**config.mk**
```make
export PLATFORM = sky130hd
export DESIGN_NAME = cpu_ctrl_seq_flat
export DESIGN_NICKNAME = d
export VERILOG_FILES = /design/src/rtl/cpu_pkg.sv /design/src/rtl/cpu_ctrl_seq_if.sv /design/src/rtl/cpu_ctrl_perf.sv /design/src/rtl/cpu_ctrl_seq.sv /design/src/flat_wrapper.sv
export SDC_FILE = /design/constraint.sdc
export NUM_CORES = 1
export LEC_CHECK = 0
export ABC_CLOCK_PERIOD_IN_PS = 2700
export CORE_AREA = 2 2 39 41
export DETAILED_ROUTE_END_ITERATION = 10
export DIE_AREA = 0 0 41 43
export PLACE_DENSITY = 0.72
export SYNTH_ARGS = -nofsm -noshare
export SYNTH_HDL_FRONTEND = slang
export SYNTH_SLANG_ARGS = --single-unit
```
**constraint.sdc**
```tcl
create_clock -name clk -period 2.7 [get_ports clk]
set_clock_uncertainty 0.05 [all_clocks]
set_input_delay 0.405 -clock clk [delete_from_list [all_inputs] [get_ports clk]]
set_output_delay 0.405 -clock clk [all_outputs]
set_load 0.01 [all_outputs]
```
**src/rtl/cpu_pkg.sv**
```systemverilog
// Shared encodings for the mini-CPU control sequencer: opcodes, FSM states,
// ALU operation codes and instruction field positions.
package cpu_pkg;

    localparam int OP_MSB = 7;
    localparam int OP_LSB = 5;
    localparam int RD_MSB = 4;
    localparam int RD_LSB = 3;
    localparam int RS_MSB = 2;
    localparam int RS_LSB = 1;

    typedef logic [2:0] opcode_t;

    localparam opcode_t OP_ADD  = 3'b000;
    localparam opcode_t OP_SUB  = 3'b001;
    localparam opcode_t OP_AND  = 3'b010;
    localparam opcode_t OP_OR   = 3'b011;
    localparam opcode_t OP_LD   = 3'b100;
    localparam opcode_t OP_ST   = 3'b101;
    localparam opcode_t OP_BEQZ = 3'b110;
    localparam opcode_t OP_HALT = 3'b111;

    localparam logic [1:0] ALU_ADD = 2'b00;
    localparam logic [1:0] ALU_SUB = 2'b01;
    localparam logic [1:0] ALU_AND = 2'b10;
    localparam logic [1:0] ALU_OR  = 2'b11;

    typedef enum logic [2:0] {
        S_FETCH  = 3'd0,
        S_DECODE = 3'd1,
        S_EXEC   = 3'd2,
        S_MEM    = 3'd3,
        S_WB     = 3'd4,
        S_HALT   = 3'd5
    } state_t;

    // ALU opcodes share the top bit 0, so their low bits double as the ALU code.
    function automatic logic is_alu_op(opcode_t op);
        return (op[2] == 1'b0);
    endfunction

    function automatic logic is_mem_op(opcode_t op);
        return (op == OP_LD) || (op == OP_ST);
    endfunction

endpackage

```
**src/rtl/cpu_ctrl_seq_if.sv**
```systemverilog
// Control bus between the sequencer (master) and the datapath (slave).
// CPU_CTRL_PERF_EN adds the cycle_cnt/instret performance counter outputs.
interface cpu_ctrl_seq_if;
    logic [7:0] instr;
    logic       rd1_zero;
    logic       mem_ready;
    logic       ir_load;
    logic       pc_en;
    logic       pc_sel;
    logic       reg_we;
    logic       wb_sel;
    logic [1:0] alu_op;
    logic       mem_req;
    logic       mem_we;
    logic       mdr_load;
    logic       halted;
    logic [2:0] state_out;
`ifdef CPU_CTRL_PERF_EN
    logic [15:0] cycle_cnt;
    logic [15:0] instret;

    modport master (
        input  instr, rd1_zero, mem_ready,
        output ir_load, pc_en, pc_sel, reg_we, wb_sel, alu_op,
               mem_req, mem_we, mdr_load, halted, state_out,
               cycle_cnt, instret
    );
    modport slave (
        output instr, rd1_zero, mem_ready,
        input  ir_load, pc_en, pc_sel, reg_we, wb_sel, alu_op,
               mem_req, mem_we, mdr_load, halted, state_out,
               cycle_cnt, instret
    );
`else
    modport master (
        input  instr, rd1_zero, mem_ready,
        output ir_load, pc_en, pc_sel, reg_we, wb_sel, alu_op,
               mem_req, mem_we, mdr_load, halted, state_out
    );
    modport slave (
        output instr, rd1_zero, mem_ready,
        input  ir_load, pc_en, pc_sel, reg_we, wb_sel, alu_op,
               mem_req, mem_we, mdr_load, halted, state_out
    );
`endif
endinterface

```
**src/rtl/cpu_ctrl_perf.sv**
```systemverilog
// Free-running performance counters: active cycles and retired instructions.
// Only instantiated when CPU_CTRL_PERF_EN is defined.
module cpu_ctrl_perf (
    input  logic        clk,
    input  logic        reset,
    input  logic        cnt_en_i,
    input  logic        ret_en_i,
    output logic [15:0] cycle_cnt_o,
    output logic [15:0] instret_o
);
    logic [15:0] cycle_q, cycle_d;
    logic [15:0] instret_q, instret_d;

    // Both counters wrap naturally at 16 bits.
    always_comb begin
        cycle_d   = cnt_en_i ? cycle_q + 16'd1 : cycle_q;
        instret_d = ret_en_i ? instret_q + 16'd1 : instret_q;
    end

    always_ff @(posedge clk or posedge reset) begin
        if (reset) begin
            cycle_q   <= '0;
            instret_q <= '0;
        end else begin
            cycle_q   <= cycle_d;
            instret_q <= instret_d;
        end
    end

    assign cycle_cnt_o = cycle_q;
    assign instret_o   = instret_q;
endmodule

```
**src/rtl/cpu_ctrl_seq.sv**
```systemverilog
// Multi-cycle control FSM for the 8-bit mini CPU (FETCH/DECODE/EXEC/MEM/WB/HALT).
// CPU_CTRL_PERF_EN adds cycle and retired-instruction counters via cpu_ctrl_perf.
module cpu_ctrl_seq
    import cpu_pkg::*;
(
    input  logic          clk,
    input  logic          reset,
    cpu_ctrl_seq_if.master bus
);
    state_t  state_q, state_d;
    opcode_t op;

    assign op = bus.instr[OP_MSB:OP_LSB];

    // Register fields are consumed by the datapath, not by the sequencer.
    logic unused_fields;
    assign unused_fields = ^bus.instr[RD_MSB:0];

    always_ff @(posedge clk or posedge reset) begin
        if (reset) state_q <= S_FETCH;
        else       state_q <= state_d;
    end

    always_comb begin
        state_d      = state_q;
        bus.ir_load  = 1'b0;
        bus.pc_en    = 1'b0;
        bus.pc_sel   = 1'b0;
        bus.reg_we   = 1'b0;
        bus.wb_sel   = 1'b0;
        bus.alu_op   = ALU_ADD;
        bus.mem_req  = 1'b0;
        bus.mem_we   = 1'b0;
        bus.mdr_load = 1'b0;
        bus.halted   = 1'b0;

        case (state_q)
            S_FETCH: state_d = S_DECODE;
            S_DECODE: begin
                if (op == OP_HALT)     state_d = S_HALT;
                else if (is_mem_op(op)) state_d = S_MEM;
                else                   state_d = S_EXEC;
            end
            S_EXEC:  state_d = is_alu_op(op) ? S_WB : S_FETCH;
            S_MEM: begin
                if (bus.mem_ready) state_d = (op == OP_LD) ? S_WB : S_FETCH;
            end
            S_WB:    state_d = S_FETCH;
            S_HALT:  state_d = S_HALT;
            default: state_d = S_FETCH;
        endcase

        // Enables are masked during reset so nothing fires while state is forced.
        if (!reset) begin
            case (state_q)
                S_FETCH: bus.ir_load = 1'b1;
                S_EXEC: begin
                    if (is_alu_op(op)) begin
                        bus.alu_op = op[1:0];
                    end else if (op == OP_BEQZ) begin
                        bus.pc_en  = 1'b1;
                        bus.pc_sel = bus.rd1_zero;
                    end
                end
                S_MEM: begin
                    bus.mem_req = 1'b1;
                    bus.mem_we  = (op == OP_ST);
                    if (bus.mem_ready) begin
                        if (op == OP_LD)      bus.mdr_load = 1'b1;
                        else if (op == OP_ST) bus.pc_en    = 1'b1;
                    end
                end
                S_WB: begin
                    bus.reg_we = 1'b1;
                    bus.wb_sel = (op == OP_LD);
                    bus.pc_en  = 1'b1;
                end
                S_HALT:  bus.halted = 1'b1;
                default: ;
            endcase
        end
    end

    assign bus.state_out = state_q;

`ifdef CPU_CTRL_PERF_EN
    cpu_ctrl_perf u_perf (
        .clk         (clk),
        .reset       (reset),
        .cnt_en_i    (state_q != S_HALT),
        .ret_en_i    (bus.pc_en),
        .cycle_cnt_o (bus.cycle_cnt),
        .instret_o   (bus.instret)
    );
`endif
endmodule
```
**src/flat_wrapper.sv**
```systemverilog
// flat-port wrapper written by rule: the top's interface ports become plain ports
module cpu_ctrl_seq_flat import cpu_pkg::*;
  (clk, reset, bus_instr, bus_rd1_zero, bus_mem_ready, bus_ir_load, bus_pc_en, bus_pc_sel, bus_reg_we, bus_wb_sel, bus_alu_op, bus_mem_req, bus_mem_we, bus_mdr_load, bus_halted, bus_state_out);
  cpu_ctrl_seq_if bus_i ();
  input  logic clk;
  input  logic reset;
  input wire logic [$bits(bus_i.instr)-1:0] bus_instr;
  input wire logic [$bits(bus_i.rd1_zero)-1:0] bus_rd1_zero;
  input wire logic [$bits(bus_i.mem_ready)-1:0] bus_mem_ready;
  output wire logic [$bits(bus_i.ir_load)-1:0] bus_ir_load;
  output wire logic [$bits(bus_i.pc_en)-1:0] bus_pc_en;
  output wire logic [$bits(bus_i.pc_sel)-1:0] bus_pc_sel;
  output wire logic [$bits(bus_i.reg_we)-1:0] bus_reg_we;
  output wire logic [$bits(bus_i.wb_sel)-1:0] bus_wb_sel;
  output wire logic [$bits(bus_i.alu_op)-1:0] bus_alu_op;
  output wire logic [$bits(bus_i.mem_req)-1:0] bus_mem_req;
  output wire logic [$bits(bus_i.mem_we)-1:0] bus_mem_we;
  output wire logic [$bits(bus_i.mdr_load)-1:0] bus_mdr_load;
  output wire logic [$bits(bus_i.halted)-1:0] bus_halted;
  output wire logic [$bits(bus_i.state_out)-1:0] bus_state_out;
  assign bus_i.instr = bus_instr;
  assign bus_i.rd1_zero = bus_rd1_zero;
  assign bus_i.mem_ready = bus_mem_ready;
  assign bus_ir_load = bus_i.ir_load;
  assign bus_pc_en = bus_i.pc_en;
  assign bus_pc_sel = bus_i.pc_sel;
  assign bus_reg_we = bus_i.reg_we;
  assign bus_wb_sel = bus_i.wb_sel;
  assign bus_alu_op = bus_i.alu_op;
  assign bus_mem_req = bus_i.mem_req;
  assign bus_mem_we = bus_i.mem_we;
  assign bus_mdr_load = bus_i.mdr_load;
  assign bus_halted = bus_i.halted;
  assign bus_state_out = bus_i.state_out;
  cpu_ctrl_seq u_core (.clk(clk), .reset(reset), .bus(bus_i));
endmodule
```
==> metrics, run 1 <==
routability congestion estimate 0.674; largest area contributor in the netlist dfrtp_1; CTS tree yes; Final WS setup between 0.1 and 0.15 ns; Remaining DRCs 0; CP Class in2out; DIE WIDTH 41 um; Cell Count Post-Placement 76; Synth top area share 0.230; Synth area leaders dfrtp_1 (23%), and4b_1 (6.1%), a31oi_1 (5.7%), and2_1 (5.7%), a21oi_1 (4.6%); outcome completed; vias per cell 5.19; Least-Margin Pin Slew 0.319 ns; Seq/Total Area, Yosys 0.230; die height approximately 43 um; met3 GRT Util 0.0471; Ys Warns 0; hold-fix buffers at CTS 0; GRT Total Usage 0.121; Routed Antenna Nets 0; part of the cycle the worst path needs 0.958; slew margin rel. 0.787; first-pass GRT wire length 1380 um; final cell count without fillers 80; routed via count 415; H-tree Lvls 1; crit-path most repeated cell clkdlybuf4s50_1; Worst path slowest cell clkdlybuf4s50_1; Clock Sinks 3; CTS Root Buffer Type clkbuf_4; Max Slew Vio Count 0; r2r setup slk approximately 1.6 ns; commonest non-fill, non-tap cell in the layout clkdlybuf4s50_1; register area 75.1 um^2; Most Crowded Layer GR met2; final hold slack about 0.47 ns; clock buffer count from CTS 3; met2 GRT Util 0.191; crit start category input pin; Starting Density 0.236; port buffer count 20; largest net degree at the start of global routing 12; max-cap violation count 0; Fin. Hold Viols 0; unrepaired setup endpoints after global routing no; DRT iter0 DRCs 7; Seq cells post-synth 3; CTS max path bufs 2; Post-CTS Setup Inserts 0; Worst Path Arrival 2.13 ns; worst-path cell chain clkdlybuf4s50_1, or4b_4, nor2_2, and2_1, clkdlybuf4s50_1; initial antenna violation count 0; Avg Cell Area, Syn 8.16 um^2; Worst Path Max Fanout 3; count of buffer and inverter cells on the critical path 2; area of the multi-input gates 219 um^2; fillers between 150 and 200; Final HPWL DP between 700 and 800 um; vias in the first global route 343; max FFs per register 3; P&R area growth vs syn 75.9%; Post-Route WL 948 um; critical path endpoint category output port; PostCTS Resize Cnt 0; Final setup viols 0; share of cells above drive strength 1 0.156; Worst Path Required 2.25 ns; DRT Pass-1 Iters 4; DR WL/cell 11.9 um; core area roughly 1400 um^2; Synth Instances 40; crit-path max cell delay 0.53 ns; clock-pin slew on the worst setup and hold paths about 0.04 ns; CP startpoint reset; CP delay by family, top buffers and inverters; num rows 14; fmax 387 MHz; number of diodes 0; leakage power 0.000227 uW; RR Startpoint u_core.bus.state_out[0]; net count after synthesis 52; pwr/cell area about 730 nW/um^2; Mapped Area around 330 um^2; Min-Delay Path Class in2async; Final Util 0.415; die footprint between 1500 and 2000 um^2; Final TNS setup 0 ns; NumNets Final 77; # IOs 26; Period minus WS final 2.59 ns; GR Overflow Total 0; met1 usage 0.133; Worst VDD drop 0.207 mV; count of cell types in the netlist 25; later-pin clock latency in the skew report 0.24 ns; pre-CTS setup slack 0.114 ns
-- final timing paths --
check	cells after the start	to
min in group clk	1	u_core.bus.state_out[0]
setup / recovery	5	bus_alu_op[1]
hold reg to reg	1	u_core.bus.state_out[0]
hold / removal	3	u_core.bus.state_out[2]
setup reg to reg	3	u_core.bus.state_out[2]
max in group asynchronous	3	u_core.bus.state_out[0]
-- worst reg2reg max path, stage by stage (launching register included) --
cell,delay [ns]
dfrtp_1,0.47
nor2b_1,0.20
a31oi_1,0.20
o22ai_1,0.10
-- synthesized netlist by cell type --
master / n
nor2_1: 2
and4b_1: 2
nor3b_1: 1
a21oi_1: 3
buf_2: 2
a31oi_1: 3
nor3_1: 1
o22ai_1: 2
buf_6: 1
nand2b_1: 1
nor4_1: 1
dfrtp_1: 3
o31ai_2: 1
inv_1: 3
and2_1: 3
nor2b_1: 2
and3_1: 1
nand4b_1: 1
nor4b_1: 1
nand2_1: 1
o21a_1: 1
and4_1: 1
nor2_2: 1
and4bb_2: 1
or4b_4: 1
-- final cells by class --
cell class | instances | area share
inverters | 3 | 0.0196
flip-flops and latches | 3 | 0.131
well taps | 16 | 0.0349
repair buffers | 23 | 0.388
multi-input cells | 31 | 0.381
clock buffers | 4 | 0.0458
-- cell families after synthesis --
family / after synthesis / synth area share
buf+inv: 6 / 0.0996
simple gates: 21 / 0.467
compound gates: 10 / 0.203
flops: 3 / 0.230
-- power breakdown --
| part | switching [uW] | internal, uW |
|---|---|---|
| registers | 53.0 | 66.3 |
| clock network | 24.3 | 55.4 |
| logic | 88.5 | 130 |
-- stage by stage --
step	total power (uW)	area [um^2]
floorplan	244	327
global placement	332	548
detailed placement	338	548
CTS	420	574
global route	450	574
finish	417	574
-- metal layers --
| metal | up-vias | routed length, um |
|---|---|---|
| li1 | 198 | - |
| met1 | 192 | 386 |
| met2 | 23 | 467 |
| met3 | 2 | 78 |
| met4 | 0 | 16 |
| met5 | - | 0 |
Power figures use the tool's default switching activity.
==> run 2, diff against run 1 <==
--- a/config.mk
+++ b/config.mk
@@ -7,9 +7,11 @@
 export LEC_CHECK = 0
 export ABC_CLOCK_PERIOD_IN_PS = 2700
 export CORE_AREA = 2 2 39 41
+export CTS_BUF_LIST = sky130_fd_sc_hd__clkbuf_16
 export DETAILED_ROUTE_END_ITERATION = 10
 export DIE_AREA = 0 0 41 43
 export PLACE_DENSITY = 0.72
 export SYNTH_ARGS = -nofsm -noshare
 export SYNTH_HDL_FRONTEND = slang
 export SYNTH_SLANG_ARGS = --single-unit
+export TNS_END_PERCENT = 30
==> run 2 against run 1 <==
  * Register-to-register slack hardly changed
  * Fmax is 0.28% lower
  * Setup slack worse by 0.0072 ns
  * First-iteration DRC count is 100% higher
  * Core utilization is 3.8 points higher
  * Final cell count stayed put
  * Count of clock-buffer cells in the layout is 1 lower
  * Combinational power hardly changed
  * Non-clock buffer count stayed put
  * Power is 36% higher
  * Cell area is 9.2% higher
==> metrics, run 2 (synthesized netlist as in run 1, its figures left out) <==
outcome completed (unchanged); P&R area growth vs syn 92.0% (was 75.9%); fillers 152 (was 161); DR WL/cell 11.7 um (was 11.9 um); Worst path slowest cell clkdlybuf4s50_1 (unchanged); PostCTS Resize Cnt 0 (unchanged); clock buffer count from CTS 3 (unchanged); CP delay by family, top buffers and inverters (unchanged); CTS Root Buffer Type clkbuf_16 (was clkbuf_4); NumNets Final 77 (unchanged); Clock Sinks 3 (unchanged); GR Overflow Total 0 (unchanged); Final TNS setup 0 ns (unchanged); Routed Antenna Nets 0 (unchanged); Post-Route WL 936 um (was 948 um); pwr/cell area 902 nW/um^2 (was 727 nW/um^2); DRT iter0 DRCs 14 (was 7); max-cap violation count 0 (unchanged); vias per cell 5.24 (was 5.19); CTS max path bufs 2 (unchanged); final cell count without fillers 80 (unchanged); CP Class in2out (unchanged); worst-path cell chain clkdlybuf4s50_1, or4b_4, nor2_2, and2_1, clkdlybuf4s50_1 (unchanged); Pint 387 uW (was 252 uW); num rows 14 (unchanged); die footprint 1760 um^2 (unchanged); crit-path most repeated cell clkdlybuf4s50_1 (unchanged); crit-path max cell delay 0.53 ns (about the same); die height 43 um (unchanged); max FFs per register 3 (unchanged); vias in the first global route 348 (was 343); crit start category input pin (unchanged); DRT Pass-1 Iters 4 (unchanged); core area 1380 um^2 (unchanged); Min-Delay Path Class in2async (unchanged); fmax 386 MHz (was 387 MHz); Period minus WS final 2.59 ns (about the same); commonest non-fill, non-tap cell in the layout clkdlybuf4s50_1 (unchanged); Sw Pwr 179 uW (was 166 uW); count of buffer and inverter cells on the critical path 2 (unchanged); critical path endpoint category output port (unchanged); clock-pin slew on the worst setup and hold paths 0.03 ns (was 0.04 ns); routed via count 419 (was 415); Cell Count Post-Placement 76 (unchanged); port buffer count 20 (unchanged); first-pass GRT wire length 1390 um (was 1380 um); Post-CTS Setup Inserts 0 (unchanged); share of cells above drive strength 1 0.156 (unchanged); Comb pwr share 0.386 (was 0.523); hold-fix buffers at CTS 0 (unchanged); leakage power 0.000254 uW (was 0.000227 uW); Worst VDD drop 0.288 mV (was 0.207 mV); # IOs 26 (unchanged); Switching Fraction 0.316 (was 0.397); Worst Path Arrival 2.14 ns (was 2.13 ns); Seq pwr share 0.209 (was 0.286); later-pin clock latency in the skew report 0.22 ns (was 0.24 ns); CTS tree yes (unchanged); number of diodes 0 (unchanged); unrepaired setup endpoints after global routing no (unchanged); Fin. Hold Viols 0 (unchanged); part of the cycle the worst path needs 0.961 (was 0.958); DIE WIDTH 41 um (unchanged); H-tree Lvls 1 (unchanged); Starting Density 0.236 (unchanged); slew margin rel. 0.788 (was 0.787); largest net degree at the start of global routing 12 (unchanged); Worst Path Max Fanout 3 (unchanged); commonest cells after routing, fill and taps aside clkdlybuf4s50_1 (20), inv_1 (4); Remaining DRCs 0 (unchanged); Least-Margin Pin Slew 0.317 ns (was 0.319 ns); Final setup viols 0 (unchanged); Clock power frac 0.405 (was 0.191); Final HPWL DP 713 um (unchanged); Worst Path Required 2.25 ns (about the same); GRT Total Usage 0.121 (unchanged); routability congestion estimate 0.674 (unchanged); initial antenna violation count 0 (unchanged); Max Slew Vio Count 0 (unchanged)
[run 2: cell count changes in the layout (fill, tap and decap cells not counted), sizes merged]
cell and delta:
clkbuf -1, inv +1
[run 2: final timing paths]
check | end | startpoint | slack, ns | depth (start not counted)
min in group clk | u_core.bus.state_out[0] | u_core.bus.state_out[2] | 0.61 | 1
worst min register to register | u_core.bus.state_out[0] | u_core.bus.state_out[2] | 0.61 | 1
worst max-delay path | bus_alu_op[1] | reset | 0.11 | 5
worst min-delay path | u_core.bus.state_out[2] | reset | 0.49 | 3
max in group asynchronous | u_core.bus.state_out[0] | reset | 1.97 | 3
worst max register to register | u_core.bus.state_out[2] | u_core.bus.state_out[0] | 1.56 | 3
[run 2: power by group through the flow]
| stage | sequential (uW) | clock [uW] | combinational [uW] |
|---|---|---|---|
| floorplan | 95.4 | 0 | 149 |
| global placement | 117 | 0 | 215 |
| detailed placement | 119 | 0 | 219 |
| CTS | 119 | 232 | 221 |
| global route | 126 | 236 | 239 |
| finish | 118 | 229 | 218 |
[run 2: worst min-delay path: cells and delay by family]
family   cells  cell delay [ns]
buf+inv      3             0.70
[run 2: cell type report]
class / instances / area, um^2 / area share
clock buffer: 3 / 75.1 / 0.120
clock inverter: 1 / 3.75 / 0.00599
inverter: 3 / 11.3 / 0.0180
multi-input combinational: 31 / 219 / 0.349
sequential: 3 / 75.1 / 0.120
tap: 16 / 20.0 / 0.0319
timing repair buffer: 23 / 223 / 0.355
[run 2: per-stage QoR]
step	worst slack, ns	utilization	total power, uW	instance area, um^2	hold slack [ns]
global placement	0.138	0.396	332	548	0.599
finish	0.106	0.453	566	627	0.493
CTS	0.106	0.453	571	627	0.493
detailed placement	0.114	0.396	338	548	0.597
global route	0.0500	0.453	600	627	0.514
floorplan	0.822	-	244	327	0.114
[run 2: routing by layer]
metal,share of wire,track usage,wire length [um]
met2,0.51,0.194,475
met5,0,0,0
met3,0.061,0.0471,57
met4,0,0.0600,0
met1,0.43,0.129,402
==> run 3, diff against run 2 <==
--- a/config.mk
+++ b/config.mk
@@ -10,6 +10,7 @@
 export CTS_BUF_LIST = sky130_fd_sc_hd__clkbuf_16
 export DETAILED_ROUTE_END_ITERATION = 10
 export DIE_AREA = 0 0 41 43
+export GPL_TIMING_DRIVEN = 0
 export PLACE_DENSITY = 0.72
 export SYNTH_ARGS = -nofsm -noshare
 export SYNTH_HDL_FRONTEND = slang
==> run 3 against run 2 <==
  * Largest cell class is now multi-input combinational cells
  * Non-clock buffer count down 1
  * Sequential cell count unchanged
  * Final cell count down 1.3%
==> metrics, run 3 (synthesized netlist as in run 1, its figures left out) <==
clock buffer count from CTS 3 (unchanged); DR WL/cell 11.1 um (was 11.7 um); vias in the first global route 338 (was 348); die height 43 um (unchanged); CP Class reg2out (was in2out); Final TNS setup 0 ns (unchanged); fillers 142 (was 152); CTS tree yes (unchanged); Final Util 0.447 (was 0.453); outcome completed (unchanged); Worst Path Required 2.25 ns (about the same); dpl cell area 537 um^2 (was 548 um^2); share of cells above drive strength 1 0.159 (was 0.156); max FFs per register 3 (unchanged); Final HPWL DP 619 um (was 713 um); crit start category flip-flop (was input pin); core area 1380 um^2 (unchanged); largest net degree at the start of global routing 11 (was 12); CP delay by family, top simple AND/OR/NAND/NOR gates (was buffers and inverters); fmax 395 MHz (was 386 MHz); Worst Path Max Fanout 10 (was 3); DRT iter0 DRCs 1 (was 14); Sw Pwr 182 uW (was 179 uW); Starting Density 0.236 (unchanged); later-pin clock latency in the skew report 0.22 ns (about the same); initial antenna violation count 0 (unchanged); max-cap violation count 0 (unchanged); GRT Total Usage 0.117 (was 0.121); Clock power frac 0.395 (was 0.405); # IOs 26 (unchanged); DRT Pass-1 Iters 4 (unchanged); commonest non-fill, non-tap cell in the layout clkdlybuf4s50_1 (unchanged); clock-pin slew on the worst setup and hold paths 0.03 ns (about the same); Worst VDD drop 0.261 mV (was 0.288 mV); worst-path cell chain buf_2, or4b_4, nor2_2, and2_1, clkdlybuf4s50_1 (was clkdlybuf4s50_1, or4b_4, nor2_2, and2_1, clkdlybuf4s50_1); Routed Antenna Nets 0 (unchanged); Clock Sinks 3 (unchanged); Worst path slowest cell or4b_4 (was clkdlybuf4s50_1); Least-Margin Pin Slew 0.470 ns (was 0.317 ns); unrepaired setup endpoints after global routing no (unchanged); Period minus WS final 2.53 ns (was 2.59 ns); port buffer count 19 (was 20); DIE WIDTH 41 um (unchanged); NumNets Final 76 (was 77); Comb pwr share 0.455 (was 0.386); Fin. Hold Viols 0 (unchanged); Post-Route WL 878 um (was 936 um); commonest cells after routing, fill and taps aside clkdlybuf4s50_1 (18), inv_1 (4) (was clkdlybuf4s50_1 (20), inv_1 (4)); first-pass GRT wire length 1370 um (was 1390 um); Final Cell Area 618 um^2 (was 627 um^2); number of diodes 0 (unchanged); GR Overflow Total 0 (unchanged); vias per cell 4.95 (was 5.24); Post-CTS Setup Inserts 0 (unchanged); final hold slack 0.0888 ns (was 0.493 ns); slew margin rel. 0.682 (was 0.788); Remaining DRCs 0 (unchanged); CTS Root Buffer Type clkbuf_16 (unchanged); die footprint 1760 um^2 (unchanged); num rows 14 (unchanged); Seq pwr share 0.150 (was 0.209); critical path endpoint category output port (unchanged); count of buffer and inverter cells on the critical path 2 (unchanged); pre-CTS setup slack 0.0544 ns (was 0.114 ns); CTS max path bufs 2 (unchanged); leakage power 0.000259 uW (was 0.000254 uW); Pint 402 uW (was 387 uW); Switching Fraction 0.312 (was 0.316); routed via count 391 (was 419); P&R area growth vs syn 89.3% (was 92.0%); routability congestion estimate 0.686 (was 0.674); Worst Path Arrival 2.08 ns (was 2.14 ns); part of the cycle the worst path needs 0.939 (was 0.961); Final setup viols 0 (unchanged); pwr/cell area 945 nW/um^2 (was 902 nW/um^2); Final WS setup 0.165 ns (was 0.106 ns); H-tree Lvls 1 (unchanged); Max Slew Vio Count 0 (unchanged); Min-Delay Path Class in2async (unchanged); crit-path max cell delay 0.56 ns (was 0.53 ns)
run 3: cell types whose count changed in the layout (fill, tap and decap cells not counted):
cell / before / now
buf_4: 3 / 0
buf_6: 0 / 1
buf_2: 0 / 2
dlymetal6s2s_1: 0 / 1
clkdlybuf4s50_1: 20 / 18
run 3: final timing paths:
path / slack, ns / to / startpoint / cells past startpoint
setup / recovery: 0.17 / bus_alu_op[1] / u_core.bus.state_out[2] / 5
setup reg to reg: 1.59 / u_core.bus.state_out[2] / u_core.bus.state_out[0] / 4
min in group clk: 0.58 / u_core.bus.state_out[0] / bus_instr[7] / 3
hold / removal: 0.09 / u_core.bus.state_out[1] / reset / 2
max in group asynchronous: 2.38 / u_core.bus.state_out[0] / reset / 2
hold reg to reg: 0.61 / u_core.bus.state_out[0] / u_core.bus.state_out[2] / 2
run 3: repair_timing:
action / 4_1_cts / 5_1_grt
setup endpoints to repair: 0 / 3
hold buffers: 0 / 0
hold endpoints to repair: 0 / 0
gates resized for setup: 0 / 1
run 3: layout make-up:
class / instances / area, um^2 / share of cell area
Tap cell: 16 / 20.0 / 0.0324
Inverter: 3 / 11.3 / 0.0182
Buffer: 3 / 21.3 / 0.0344
Timing Repair Buffer: 19 / 193 / 0.312
Clock buffer: 3 / 75.1 / 0.121
Clock inverter: 1 / 3.75 / 0.00607
Multi-Input combinational cell: 31 / 219 / 0.354
Sequential cell: 3 / 75.1 / 0.121
run 3: per-stage QoR:
stage | power, uW | cells
global placement | 351 | 75
CTS | 589 | 79
finish | 584 | 79
global route | 625 | 79
detailed placement | 352 | 75
floorplan | 244 | 40
run 3: layer usage:
layer	vias to the layer above	share of wire	track usage
li1	197	-	-
met1	181	0.41	0.139
met2	13	0.53	0.178
met3	0	0.062	0.0209
met4	0	0	0.0800
met5	-	0	0
run 3: power by group through the flow:
stage | clock network, uW | logic (uW) | registers (uW)
after floorplan | 0 | 149 | 95.4
after detailed placement | 0 | 263 | 88.3
final | 231 | 266 | 87.8
after global routing | 239 | 295 | 91.2
after CTS | 232 | 269 | 88.5
after global placement | 0 | 264 | 87.8
run 3: worst reg2reg max path, stage by stage (launching register included):
cell     delay, ns
dfrtp_1       0.37
buf_6         0.14
nor2b_1       0.14
a31oi_1       0.19
o22ai_1       0.10
